===== config.mk =====
export PLATFORM = sky130hd
export DESIGN_NAME = detector_jogada
export DESIGN_NICKNAME = d
export VERILOG_FILES = /design/src/rtl/detector_jogada.sv
export SDC_FILE = /design/constraint.sdc
export NUM_CORES = 1
export LEC_CHECK = 0
export ABC_CLOCK_PERIOD_IN_PS = 2900
export BUFFER_PORTS_ARGS = -buffer_cell sky130_fd_sc_hd__buf_4
export CAP_MARGIN = 20
export CORE_UTILIZATION = 50
export DETAILED_ROUTE_END_ITERATION = 10
export GPL_ROUTABILITY_DRIVEN = 1
export PLACE_DENSITY_LB_ADDON = 0.05
export SLEW_MARGIN = 30
export SYNTH_ARGS = -nofsm -noshare
export SYNTH_HDL_FRONTEND = slang
export SYNTH_SLANG_ARGS = --single-unit

===== constraint.sdc =====
create_clock -name clock -period 2.9 [get_ports clock]
set_input_delay 0.29 -clock clock [delete_from_list [all_inputs] [get_ports clock]]
set_output_delay 0.29 -clock clock [all_outputs]
set_load 0.01 [all_outputs]

===== src/rtl/detector_jogada.sv =====
// Switch-press detector: debounces the 4-bit switch bank, registers one play
// per press and waits for a debounced release before accepting the next one.
module detector_jogada #(
    parameter int DEBOUNCE_CICLOS = 4
) (
    input  logic       clock,
    input  logic       reset,
    input  logic       habilita,
    input  logic [3:0] chaves,
    output logic       jogada_feita,
    output logic [3:0] jogada,
    output logic       jogada_valida,
    output logic [2:0] db_estado
);

    typedef enum logic [1:0] {
        ESPERA   = 2'd0,
        FILTRA   = 2'd1,
        REGISTRA = 2'd2,
        SOLTA    = 2'd3
    } estado_t;

    localparam logic [7:0] LIMITE = 8'(DEBOUNCE_CICLOS);

    estado_t    estado, estado_prox;
    logic [7:0] contagem, contagem_prox, contagem_inc;
    logic [3:0] amostra, amostra_prox;
    logic       carrega_jogada;
    logic       um_quente;

    // Saturating increment: the stable counter must never wrap back to zero.
    assign contagem_inc = (contagem == 8'hFF) ? contagem : contagem + 8'd1;
    assign um_quente    = (amostra != 4'd0) && ((amostra & (amostra - 4'd1)) == 4'd0);

    always_comb begin
        estado_prox    = estado;
        contagem_prox  = contagem;
        amostra_prox   = amostra;
        carrega_jogada = 1'b0;
        case (estado)
            ESPERA: begin
                if (habilita && (chaves != 4'd0)) begin
                    estado_prox   = FILTRA;
                    amostra_prox  = chaves;
                    contagem_prox = 8'd1;
                end
            end
            FILTRA: begin
                if (!habilita || (chaves == 4'd0)) begin
                    estado_prox   = ESPERA;
                    contagem_prox = 8'd0;
                end else if (chaves != amostra) begin
                    amostra_prox  = chaves;
                    contagem_prox = 8'd1;
                end else begin
                    contagem_prox = contagem_inc;
                    if (contagem_inc >= LIMITE) begin
                        estado_prox    = REGISTRA;
                        carrega_jogada = 1'b1;
                    end
                end
            end
            REGISTRA: begin
                estado_prox   = SOLTA;
                contagem_prox = 8'd0;
            end
            SOLTA: begin
                // Release filter: only a run of zero samples returns to idle.
                if (chaves == 4'd0) begin
                    contagem_prox = contagem_inc;
                    if (contagem_inc >= LIMITE) begin
                        estado_prox   = ESPERA;
                        contagem_prox = 8'd0;
                    end
                end else begin
                    contagem_prox = 8'd0;
                end
            end
            default: begin
                estado_prox   = ESPERA;
                contagem_prox = 8'd0;
            end
        endcase
    end

    always_ff @(posedge clock) begin
        if (!reset) begin
            estado        <= ESPERA;
            contagem      <= 8'd0;
            amostra       <= 4'd0;
            jogada        <= 4'd0;
            jogada_valida <= 1'b0;
        end else begin
            estado   <= estado_prox;
            contagem <= contagem_prox;
            amostra  <= amostra_prox;
            if (carrega_jogada) begin
                jogada        <= amostra;
                jogada_valida <= um_quente;
            end
        end
    end

    // jogada_feita is a one-cycle strobe; jogada/jogada_valida are valid with it and held after.
    assign jogada_feita = (estado == REGISTRA);
    assign db_estado    = {1'b0, estado};

    a_registra_um_ciclo: assert property (
        @(posedge clock) disable iff (!reset) (estado == REGISTRA) |=> (estado == SOLTA));
    a_contagem_limite: assert property (
        @(posedge clock) disable iff (!reset) (contagem <= LIMITE));

endmodule


==> reports/summary.txt <==
Critical setup path kind -> reg2reg
Clock slew at reported path FFs -> 110 ps
Crit path max fanout -> 9
Clk sink count -> 19
Chip Width -> 50.8 um
Worst-Skew Late Latency -> 290 ps
Data arrival, critical path -> 2230 ps
First-pass DRT Iterations -> 5
Layout cells sized above 1 -> 20.0%
R2r endpoint -> jogada[2]
Initial core utilization -> 53.2%
Post-Syn Area -> 1190 sq um
Via count -> 1,121
Worst VDD drop -> 245 uV
Primary FF master, synth -> dfxtp_1
CTS max path bufs -> 2
Core area -> 2230 sq um
Iteration-0 DRC Markers -> 25
Reg-to-reg slack, setup -> 900 ps
Setup_tns -> 0 ps
Clk root buf -> clkbuf_4
Hold path startpoint -> chaves[0]
Clk_skew -> 1.16 ps
Post-CTS Setup Inserts -> 0
#FFs+latches synth -> 19
Final setup vio count -> 0
Total power draw -> 464 uW
Startpoint Class -> flop
RR Startpoint -> contagem[1]
Fmax -> 501 MHz
Critical Path End Type -> flop
Area delta synth->final -> 9.89%
Commonest cells in the netlist -> 19 x dfxtp_1, 16 x a21oi_1, 16 x nand2_1
Top-count cell post-synth -> dfxtp_1
DIE HEIGHT -> 50.8 um
Synth async-reset ratio -> 0%
Hold path endpoint -> amostra[0]
Final period demand of the worst path -> 2000 ps
Filler Cells Inserted -> 221
First-pass GRT wire length -> 4.24 mm
Synth warn -> 0
Reg2reg path depth -> 6
Max cap viols -> 0
Vias in the first global route -> 952
Hold Worst Slack -> 253 ps
Largest net degree at the start of global routing -> 23
Post-layout util -> 58.5%
Mapped Nets -> 153
Post-CTS Resized -> 0
Port Buffers -> 14
PwrDens -> 355 nW/um^2
ANT nets after route -> 0
Row Count -> 17
WL per Instance -> 13.6 um
GR Util All Layers -> 21.6%
Sequential area share after synthesis -> 32.0%
Number of remaining DRC errors -> 0
Hold crit path type -> in2reg
Total gr overflow -> 0
Synth area leaders -> dfxtp_1 32%, a21oi_1 6.7%, nand2_1 5.1%, o21ai_0 3.8%, o211ai_1 3.8%
Hold-fix buffers at CTS -> 0
Syn Area/Cell -> 8.20 sq um
Fin crit share -> 68.9%
Final hold vios -> 0
WL final -> 2.49 mm
Diode count -> 0
Leakage -> 0.000478 uW
Post-synth EDFFs -> 0
Worst Path Required -> 3130 ps
Unrepaired setup endpoints after global routing -> false
Clock H-tree levels -> 1
Distinct cells, synth -> 50
GP Congestion -> 0.866
Fin. max-slew vios -> 0
Final net count -> 164
Total CTS buffers -> 3
Hpwl dp -> 1.77 mm
Largest area contributor in the netlist -> dfxtp_1
Setup ws final -> 903 ps
Initial antenna violation count -> 0
Cells after synthesis -> 145
Synth top area share -> 32.0%
I/O pin count -> 16
Worst Hold Depth -> 3
Setup WS pre-CTS -> 945 ps
Status -> finished clean
DIE AREA -> 2580 sq um
TritonCTS clock tree -> done
Vias/cell -> 6.13
-- power breakdown --
part	switching, uW	total, uW	internal (uW)
clock network	81.7	135	53.6
registers	10.3	277	266
logic	28.8	52.4	23.6
total	121	464	343
-- worst max-delay path: stages (launching register included) --
cell and delay, ps:
dfxtp_1 480, ha_1 300, and3_2 250, and4_1 230
o221ai_2 190, or3_1 390, o211ai_1 90
-- sequential cells by signal, indices dropped and copies added, names as in the netlist, named ones only --
register       count
amostra            4
contagem           8
estado             1
jogada             4
jogada_valida      1
-- cell type report --
type | instances | area [sq um] | area share [%]
clock buffer | 4 | 26.3 | 2.01
inverter | 3 | 11.3 | 0.862
multi-input combinational | 114 | 741 | 56.7
sequential | 19 | 380 | 29.1
tap | 28 | 35.0 | 2.68
timing repair buffer | 15 | 113 | 8.62
-- placed cells by master (no fill, tap or decap), types with 2 or more instances in the layout --
| master | instances |
|---|---|
| dfxtp_1 | 19 |
| nand2_1 | 16 |
| a21oi_1 | 16 |
| buf_4 | 15 |
| o21ai_0 | 9 |
| o211ai_1 | 6 |
| nor3_1 | 5 |
| nor2_1 | 5 |
| xnor2_1 | 4 |
| nand3_1 | 4 |
| or3_1 | 4 |
| o2111ai_1 | 4 |
| and4_1 | 3 |
| a31oi_1 | 3 |
| clkbuf_4 | 3 |
| nor2b_1 | 2 |
| a211oi_1 | 2 |
| and2_1 | 2 |
| and2_4 | 2 |
| inv_1 | 2 |
| nor4_2 | 2 |
| xor2_1 | 2 |
-- cell families (layout without fill, tap and decap cells) --
logic type	count (synthesis)	after routing	share of synthesized area, %
other	1	1	0.315
flip-flops	19	19	32.0
AO/OA/AOI/OAI	52	52	29.5
buffers and inverters	12	22	5.68
multiplexers	2	2	1.79
XOR/XNOR	6	6	4.42
adder cells (fa/ha/maj)	1	1	1.05
AND/OR/NAND/NOR	52	52	25.3
-- metrics by stage --
step	cell area, sq um	std cells
after global routing	1310	183
after global placement	1280	179
after CTS	1310	183
after detailed placement	1280	179
after floorplan	1190	145
final	1310	183
-- worst max path at each step --
stage                      startpoint          end  slack (ps)  depth (start not counted)
after global routing      contagem[0]    jogada[3]         780                          6
after global placement    contagem[0]  contagem[1]        1000                          6
after detailed placement    chaves[1]  contagem[1]         950                          7
after CTS                 contagem[1]    jogada[3]         930                          6
after floorplan           contagem[0]  contagem[1]        1050                          6
final                     contagem[1]    jogada[2]         900                          6
-- layer usage --
layer  vias to the layer above  share of wire, %  GRT usage, %
met5                         -                 0             0
met4                         0               1.5          8.80
met3                         5               2.2          2.73
met2                        18                44          32.0
met1                       529                52          31.1
li1                        569                 -             -
Note: power is estimated with default switching activity, not from simulation.
